## src/rtl/ternary_pkg.sv

```systemverilog
// Shared ternary encoding, FSM state type and input count.
// Used by the layer sequencer, its dot-product unit and its interface.
package ternary_pkg;

    localparam logic [1:0] TERN_ZERO = 2'b00;
    localparam logic [1:0] TERN_POS  = 2'b01;
    localparam logic [1:0] TERN_NEG  = 2'b11;
    localparam logic [1:0] TERN_RSVD = 2'b10;

    localparam int N_INPUTS = 4;

    typedef enum logic [1:0] {
        IDLE,
        RUN,
        DONE
    } state_t;

    function automatic int n_inputs();
        return N_INPUTS;
    endfunction

endpackage

```

## src/rtl/ternary_layer_sequencer_if.sv

```systemverilog
// Config, input-vector and result-vector bundle of the layer sequencer.
// master = source/consumer side, slave = sequencer side.
interface ternary_layer_sequencer_if #(
    parameter int N_NEURONS = 4,
    parameter int SUM_W     = 4
);
    localparam int AW = $clog2(N_NEURONS);

    logic                       cfg_we;
    logic [AW-1:0]              cfg_addr;
    logic [7:0]                 cfg_wdata;
    logic                       cfg_err;
    logic                       in_valid;
    logic                       in_ready;
    logic [3:0]                 in_vec;
    logic                       out_valid;
    logic                       out_ready;
    logic [N_NEURONS*SUM_W-1:0] out_vec;
    logic                       busy;

    modport master (
        output cfg_we, cfg_addr, cfg_wdata,
        output in_valid, in_vec, out_ready,
        input  cfg_err, in_ready, out_valid,
        input  out_vec, busy
    );

    modport slave (
        input  cfg_we, cfg_addr, cfg_wdata,
        input  in_valid, in_vec, out_ready,
        output cfg_err, in_ready, out_valid,
        output out_vec, busy
    );

endinterface

```

## src/rtl/ternary_dot4.sv

```systemverilog
// Combinational 4-input ternary dot product: sum of +x, -x or 0 per crumb.
// Result range is -4..+4, returned as SUM_W-bit two's complement.
module ternary_dot4
    import ternary_pkg::*;
#(
    parameter int SUM_W = 4
) (
    input  logic [7:0]              w,
    input  logic [N_INPUTS-1:0]     x,
    output logic signed [SUM_W-1:0] sum
);

    // accumulate each crumb's contribution; reserved code counts as zero
    always_comb begin
        sum = '0;
        for (int k = 0; k < N_INPUTS; k++) begin
            case (w[2*k +: 2])
                TERN_POS:  sum = sum + SUM_W'(x[k]);
                TERN_NEG:  sum = sum - SUM_W'(x[k]);
                TERN_ZERO: sum = sum;
                TERN_RSVD: sum = sum;
                default:   sum = sum;
            endcase
        end
    end

endmodule

```

## src/rtl/ternary_layer_sequencer.sv

```systemverilog
// One perceptron layer: a single ternary_dot4 shared over N_NEURONS weights.
// Build option TERNARY_RELU_EN clamps negative neuron sums to zero.
module ternary_layer_sequencer
    import ternary_pkg::*;
#(
    parameter int N_NEURONS = 4,
    parameter int SUM_W     = 4
) (
    input logic                      clk,
    input logic                      reset,
    ternary_layer_sequencer_if.slave bus
);

    localparam int AW = $clog2(N_NEURONS);

    state_t                  state;
    logic [AW-1:0]           idx;
    logic [N_INPUTS-1:0]     vec;
    logic [7:0]              wbank [N_NEURONS];
    logic signed [SUM_W-1:0] dot;
    logic signed [SUM_W-1:0] res;
    logic                    addr_ok;

    ternary_dot4 #(
        .SUM_W(SUM_W)
    ) u_dot (
        .w  (wbank[idx]),
        .x  (vec),
        .sum(dot)
    );

    assign addr_ok = 32'(bus.cfg_addr) < 32'(N_NEURONS);

    // optional activation applied to the shared dot-product result
    always_comb begin
        res = dot;
`ifdef TERNARY_RELU_EN
        if (dot[SUM_W-1]) begin
            res = '0;
        end
`endif
    end

    // control FSM, weight bank and result slots
    always_ff @(posedge clk) begin
        if (reset) begin
            state         <= IDLE;
            idx           <= '0;
            vec           <= '0;
            bus.out_vec   <= '0;
            bus.out_valid <= 1'b0;
            bus.cfg_err   <= 1'b0;
            bus.in_ready  <= 1'b1;
            bus.busy      <= 1'b0;
            for (int n = 0; n < N_NEURONS; n++) begin
                wbank[n] <= 8'h00;
            end
        end else begin
            bus.cfg_err <= bus.cfg_we && (state != IDLE || !addr_ok);
            if (bus.cfg_we && state == IDLE && addr_ok) begin
                wbank[bus.cfg_addr] <= bus.cfg_wdata;
            end
            case (state)
                IDLE: begin
                    if (bus.in_valid) begin
                        vec          <= bus.in_vec;
                        idx          <= '0;
                        state        <= RUN;
                        bus.in_ready <= 1'b0;
                        bus.busy     <= 1'b1;
                    end
                end
                RUN: begin
                    for (int n = 0; n < N_NEURONS; n++) begin
                        if (idx == AW'(n)) begin
                            bus.out_vec[n*SUM_W +: SUM_W] <= res;
                        end
                    end
                    if (idx == AW'(N_NEURONS - 1)) begin
                        state         <= DONE;
                        bus.out_valid <= 1'b1;
                    end else begin
                        idx <= idx + AW'(1);
                    end
                end
                DONE: begin
                    if (bus.out_ready) begin
                        bus.out_valid <= 1'b0;
                        state         <= IDLE;
                        bus.in_ready  <= 1'b1;
                        bus.busy      <= 1'b0;
                    end
                end
                default: begin
                    state <= IDLE;
                end
            endcase
        end
    end

endmodule

```

## src/flat_wrapper.sv

```systemverilog
// flat-port wrapper written by rule: the top's interface ports become plain ports
module ternary_layer_sequencer_flat import ternary_pkg::*;
#(
    parameter int N_NEURONS = 4,
    parameter int SUM_W     = 4
)
  (clk, reset, bus_cfg_we, bus_cfg_addr, bus_cfg_wdata, bus_in_valid, bus_in_vec, bus_out_ready, bus_cfg_err, bus_in_ready, bus_out_valid, bus_out_vec, bus_busy);
  ternary_layer_sequencer_if #(.N_NEURONS(N_NEURONS), .SUM_W(SUM_W)) bus_i ();
  input logic clk;
  input logic reset;
  input wire logic [$bits(bus_i.cfg_we)-1:0] bus_cfg_we;
  input wire logic [$bits(bus_i.cfg_addr)-1:0] bus_cfg_addr;
  input wire logic [$bits(bus_i.cfg_wdata)-1:0] bus_cfg_wdata;
  input wire logic [$bits(bus_i.in_valid)-1:0] bus_in_valid;
  input wire logic [$bits(bus_i.in_vec)-1:0] bus_in_vec;
  input wire logic [$bits(bus_i.out_ready)-1:0] bus_out_ready;
  output wire logic [$bits(bus_i.cfg_err)-1:0] bus_cfg_err;
  output wire logic [$bits(bus_i.in_ready)-1:0] bus_in_ready;
  output wire logic [$bits(bus_i.out_valid)-1:0] bus_out_valid;
  output wire logic [$bits(bus_i.out_vec)-1:0] bus_out_vec;
  output wire logic [$bits(bus_i.busy)-1:0] bus_busy;
  assign bus_i.cfg_we = bus_cfg_we;
  assign bus_i.cfg_addr = bus_cfg_addr;
  assign bus_i.cfg_wdata = bus_cfg_wdata;
  assign bus_i.in_valid = bus_in_valid;
  assign bus_i.in_vec = bus_in_vec;
  assign bus_i.out_ready = bus_out_ready;
  assign bus_cfg_err = bus_i.cfg_err;
  assign bus_in_ready = bus_i.in_ready;
  assign bus_out_valid = bus_i.out_valid;
  assign bus_out_vec = bus_i.out_vec;
  assign bus_busy = bus_i.busy;
  ternary_layer_sequencer #(.N_NEURONS(N_NEURONS), .SUM_W(SUM_W)) u_core (.clk(clk), .reset(reset), .bus(bus_i));
endmodule
```

## config.mk

```make
export PLATFORM = sky130hd
export DESIGN_NAME = ternary_layer_sequencer_flat
export DESIGN_NICKNAME = d
export VERILOG_FILES = /design/src/rtl/ternary_pkg.sv /design/src/rtl/ternary_layer_sequencer_if.sv /design/src/rtl/ternary_dot4.sv /design/src/rtl/ternary_layer_sequencer.sv /design/src/flat_wrapper.sv
export SDC_FILE = /design/constraint.sdc
export NUM_CORES = 1
export LEC_CHECK = 0
export ABC_AREA = 0
export BUFFER_PORTS_ARGS = -buffer_cell sky130_fd_sc_hd__buf_2
export CORE_UTILIZATION = 45
export DETAILED_ROUTE_END_ITERATION = 16
export PLACE_DENSITY = 0.73
export SETUP_SLACK_MARGIN = 0.5
export SYNTH_ARGS = -nofsm -noshare
export SYNTH_HDL_FRONTEND = slang
export SYNTH_SLANG_ARGS = --single-unit
```

## constraint.sdc

```tcl
create_clock -name clk -period 5.1 [get_ports clk]
set_input_delay 0.255 -clock clk [delete_from_list [all_inputs] [get_ports clk]]
set_output_delay 0.255 -clock clk [all_outputs]
set_load 0.005 [all_outputs]
```

==> metrics, run 1 <==
status=finished, final reports clean; CTS root buf=clkbuf_8; number of cells on the critical path=18; Overflow after GRT=0; Max Cap Violations=0; CP Cell Sequence=mux4_1 > and3_2 > ha_1 > nand2b_1 > a211o_2 > nand2_1 > nand2_1 > xnor2_1 > ha_1 > xnor2_1 > a22oi_1 > o21ai_1 > ha_1 > o21ai_0 > and3_1 > o21ai_1 > xor2_2 > a211oi_1; area leader, netlist=edfxtp_1; Residual DRC=0; Num CTS Buffers=9; Die Wd=85.3 µm; share of cells above drive strength 1=20.2%; sequential fraction of the synthesis area=50.0%; static leakage=1.40 nW; Worst path max stage delay=580 ps; largest net degree at the start of global routing=35; Worst VDD drop=0.199 mV; Post-synth top flop=edfxtp_1; Synth warnings=0; Worst Max-Slew Pin Slew=712 ps; H-tree levels=3; hpwl dp=4310 µm; Die H=85.3 µm; worst clock skew=5.73 ps; most used cell, CP=ha_1; largest cells by area after synthesis=edfxtp_1, dfxtp_1, and2_1; Util after Layout=53.9%; reg2reg path depth=18; Final Slew Violations=0; most common cell in the netlist=and2_1; Hold Path Depth=3; relative slew slack=52.4%; setup TNS=0 ps; Netlist Area Pre-Place=0.00312 mm²; unrepaired setup endpoints after global routing=no; number of flops mapped to enable cells by yosys=32; CP Capture Type=flop; Die Area=0.00728 mm²; hold path startpoint=bus_in_vec[2]; # port buffers=38; Final ANT Viol Nets=0; fin crit share=84.4%; total wire length=5640 µm; vias post-DR=2,123; DR WL/cell=14.2 µm; WS Path Type=flop to flop; initial antenna violation count=0; worst hold path class=input pin to flop; clk slew on worst S/H paths=70 ps; endpoints failing setup=0; CTS sink cnt=62; Synth cell types=45; hold worst-path end=u_core.vec[2]$_SDFFE_PP0P_; gr usage total=17.3%; starting DRC count in detailed routing=90; Final WS setup=798 ps; ANT cells=0; synth-to-layout area growth=12.7%; CTS tree=built; vias in the first global route=2,041; FFs w/ async S/R, synth=0%; Synth Instances=282; worst hold margin=154 ps; Crit Path Max Fanout=9; Fin. Hold Viols=0; area of the core=0.00653 mm²; Ports=39; family with the most delay on the worst path=compound AO/OA/AOI/OAI gates; Mapped Nets=315; pre-CTS setup slack=478 ps; syn avg cell area=11.1 µm²; reg-to-reg slack, setup=800 ps; slowest stage cell, crit path=mux4_1; Initial Utilization=47.8%; Min Clock Period, post-route=4300 ps; Worst R2R End=u_core.bus.out_vec[15]$_SDFFE_PP0P_; crit path buf inv count=0; fillers=599; clk_lat worst skew=330 ps; first-pass GRT wire length=9550 µm; pwr/cell area=305 mW/mm²; row cnt=29; Synth top area share=30.8%; Nets=350; drt pass-1 iters=5; Vias/cell=5.33; Commonest cells post-synth=and2_1, edfxtp_1, nor2_1; Startpoint Class=flop; gpl congestion=0.840; Peak Freq=0.232 GHz; CP arrival=4500 ps; Yosys reg bits=62; Longest Clk Path Bufs=2; WP data required=5290 ps
placed cells by master (no fill, tap or decap), drive strengths merged, types with 3 or more instances in the layout:
master    instances
a211oi            8
a21oi            12
a22oi             3
a311oi            4
and2             38
buf              38
clkbuf            9
clkinvlp          3
dfxtp            30
edfxtp           32
ha               12
inv              14
mux2              3
mux2i             3
mux4              8
nand2            16
nand2b            6
nand3b            4
nor2             31
nor3              3
nor3b             3
o21ai             9
or2               3
xnor2             3
layer usage:
layer / vias to the layer above / GRT usage (%) / routed length, µm
met5: - / 0 / 0
met4: 0 / 7.27 / 51
met3: 4 / 5.25 / 180
met2: 34 / 27.5 / 2640
met1: 1012 / 22.0 / 2770
li1: 1073 / - / -
repair_timing:
item                                    4_1_cts  5_1_grt
gates resized for setup                       1        5
hold buffers                                  0        0
endpoints found under the setup margin        4        4
cloned                                        0        0
buffers inserted                              0        0
flip-flops by register name, summed over array words and instances, names as in the netlist, named ones only:
name,cells
u_core.bus.out_valid,1
u_core.vec,4
u_core.bus.out_vec,16
u_core.bus.cfg_err,1
u_core.bus.busy,1
u_core.state,2
u_core.wbank,32
u_core.bus.in_ready,1
u_core.idx,2
worst max-delay path by stage:
stage	startpoint	endpoint	slack (ps)
CTS	flop	u_core.bus.out_vec[15]$_SDFFE_PP0P_	590
detailed placement	flop	u_core.bus.out_vec[15]$_SDFFE_PP0P_	480
global route	flop	u_core.bus.out_vec[7]$_SDFFE_PP0P_	530
global placement	flop	u_core.bus.out_vec[7]$_SDFFE_PP0P_	600
finish	flop	u_core.bus.out_vec[15]$_SDFFE_PP0P_	800
floorplan	flop	u_core.bus.out_vec[11]$_SDFFE_PP0P_	930
stage by stage:
stage | power (mW) | instances | area [µm²]
after CTS | 1.09 | 398 | 3510
after global routing | 1.12 | 398 | 3520
after detailed placement | 0.720 | 383 | 3350
final | 1.07 | 398 | 3520
after floorplan | 0.680 | 282 | 3120
after global placement | 0.715 | 383 | 3350
worst min-delay path: stages:
cell and delay, ps:
buf_2 70, mux2i_1 50, nor2_1 70
final cells by class:
type,count,area (µm²),area share [%]
sequential,62,1570,44.5
inverter,13,48.8,1.39
clock buffer,9,124,3.52
multi-input combinational,193,1460,41.4
timing repair buffer,38,190,5.41
clock inverter,6,38.8,1.10
tap,77,96.3,2.74
report_power, final:
group	leakage, nW	internal (mW)	switching [mW]
Clock	0.0728	0.171	0.190
Sequential	0.579	0.549	0.0141
Combinational	0.748	0.0675	0.0800
kinds of logic after synthesis:
group	Yosys count	synth area share, %
compound gates	49	10.9
mux	14	8.65
flops	62	50.0
xor+xnor	6	2.12
simple gates	110	18.7
buf+inv	27	3.57
fa+ha+maj	14	6.09
Note: power is estimated with default switching activity, not from simulation.
==> inputs of run 2 (changes only) <==
Settings changed: PLACE_DENSITY 0.73 to 0.76.
Clock period 5.1 ns to 3.6 ns, I/O delays scaled along.
==> run 2 against run 1 <==
  * The flow now finishes with violations (setup timing)
  * Register-to-register slack worse by 1300 ps
  * Worst setup slack worse by 1300 ps
  * Hold slack worse by 82 ps
  * Utilization is 8.4 points higher
  * Critical path depth is 4 higher
  * Die area stayed put
  * Cell area is 16% higher
  * Wire length is 31% higher
  * Sequential share of layout area is 6.0 points lower
  * Critical path type unchanged
  * Largest power group unchanged
  * Highest routed layer unchanged
==> metrics, run 2 (synthesis gave the netlist of run 1 again) <==
endpoints failing setup=12; ANT cells=0; Min Clock Period, post-route=4100 ps; gpl congestion=0.772; setup TNS=-3820 ps; H-tree levels=3; Initial Utilization=47.8%; DR WL/cell=16.8 µm; Worst VDD drop=0.243 mV; starting DRC count in detailed routing=122; most frequent cells in the layout=and2_1, buf_2, buf_4, edfxtp_1, nor2_1; Worst Max-Slew Pin Slew=878 ps; Post-DP Area=0.00353 mm²; relative slew slack=41.0%; max FFs per register=32; violated checks=setup timing; Longest Clk Path Bufs=2; Overall Power=1.72 mW; largest net degree at the start of global routing=35; worst clock skew=5.56 ps; clk_lat worst skew=340 ps; CTS tree=built; Util after Layout=62.3%; worst hold path class=input pin to flop; Die Wd=85.3 µm; initial antenna violation count=0; worst hold margin=71.9 ps; row cnt=29; Die Area=0.00728 mm²; Vias/cell=5.46; Nets=391; static leakage=1.67 nW; vias in the first global route=2,407; total wire length=7380 µm; Ports=39; fillers=499; Max Cap Violations=0; hpwl dp=4550 µm; Die H=85.3 µm; Num CTS Buffers=9; CTS sink cnt=62; Crit Path Max Fanout=5; fin crit share=114%; CTS root buf=clkbuf_8; drt pass-1 iters=4; first-pass GRT wire length=11,300 µm; WP data required=3800 ps; Residual DRC=0; Final ANT Viol Nets=0; CP Capture Type=flop; gr usage total=20.6%; CP arrival=4300 ps; Overflow after GRT=0; Final WS setup=-502 ps; post-route insts no fill=440; Peak Freq=0.244 GHz; Biggest register=u_core.wbank; WS Path Type=flop to flop; pre-CTS setup slack=-473 ps; vias post-DR=2,403; area of the core=0.00653 mm²; dpl cells=403; Startpoint Class=flop; Final Slew Violations=0; design area=0.00407 mm²; top flop regs=u_core.wbank (32), u_core.bus.out_vec (16), u_core.vec (4); clk slew on worst S/H paths=70 ps; pwr/cell area=423 mW/mm²; synth-to-layout area growth=30.2%; hold path startpoint=bus_in_vec[2]; share of cells above drive strength 1=38.0%; # port buffers=38; unrepaired setup endpoints after global routing=yes; Fin. Hold Viols=0; status=finished, violations left
[run 2: changes by cell type in the layout (fill, tap and decap cells not counted), moves of 4 or more]
| cell | delta |
|---|---|
| buf_6 | +9 |
| buf_4 | +32 |
| a211oi_2 | +4 |
| nand2_1 | -4 |
| o21ai_0 | -5 |
| ha_1 | -4 |
| a211oi_1 | -4 |
[run 2: path summary, 6_finish.rpt]
kind              cells past startpoint                             endpoint  slack, ps
setup / recovery                     22  u_core.bus.out_vec[15]$_SDFFE_PP0P_       -500
hold / removal                        3           u_core.vec[2]$_SDFFE_PP0P_         70
setup reg to reg                     22  u_core.bus.out_vec[15]$_SDFFE_PP0P_       -500
hold reg to reg                       2   u_core.bus.out_vec[6]$_SDFFE_PP0P_        490
[run 2: cell type report]
cell class	instances	area (µm²)	share of cell area, %
Sequential cell	62	1570	38.5
Clock inverter	7	48.8	1.20
Tap cell	77	96.3	2.37
Inverter	13	48.8	1.20
Clock buffer	9	124	3.05
Timing Repair Buffer	79	532	13.1
Multi-Input combinational cell	193	1650	40.6
[run 2: where the power goes]
| group | internal (mW) | switching (mW) | leakage [nW] | total, mW |
|---|---|---|---|---|
| Clock | 0.250 | 0.293 | 0.0894 | 0.543 |
| Combinational | 0.201 | 0.183 | 1.01 | 0.384 |
| Sequential | 0.777 | 0.0182 | 0.579 | 0.795 |
[run 2: timing repair]
action,in CTS,in global routing
buffers inserted,19,2
gates resized for setup,14,28
hold buffers,0,0
hold endpoints to repair,0,0
endpoints found under the setup margin,15,16
pin swaps,10,19
[run 2: critical path: stages (launching register included)]
cell      delay (ps)
dfxtp_4          390
mux4_2           560
a21oi_4          210
inv_2             60
ha_4             270
nand2b_4          60
o211ai_1         170
nand2_4          110
buf_6            120
buf_4            120
buf_4            120
buf_4            120
buf_4            120
buf_4            120
buf_6            110
buf_6            110
buf_6            100
buf_4            120
buf_6            100
buf_4            120
o211ai_1         380
xor2_4           260
a211oi_2         100
[run 2: metal layers]
metal / vias up / GRT usage [%] / routed length (µm)
li1: 1169 / - / -
met1: 1164 / 23.4 / 3020
met2: 54 / 36.8 / 3920
met3: 16 / 5.74 / 292
met4: 0 / 7.88 / 149
met5: - / 0 / 0
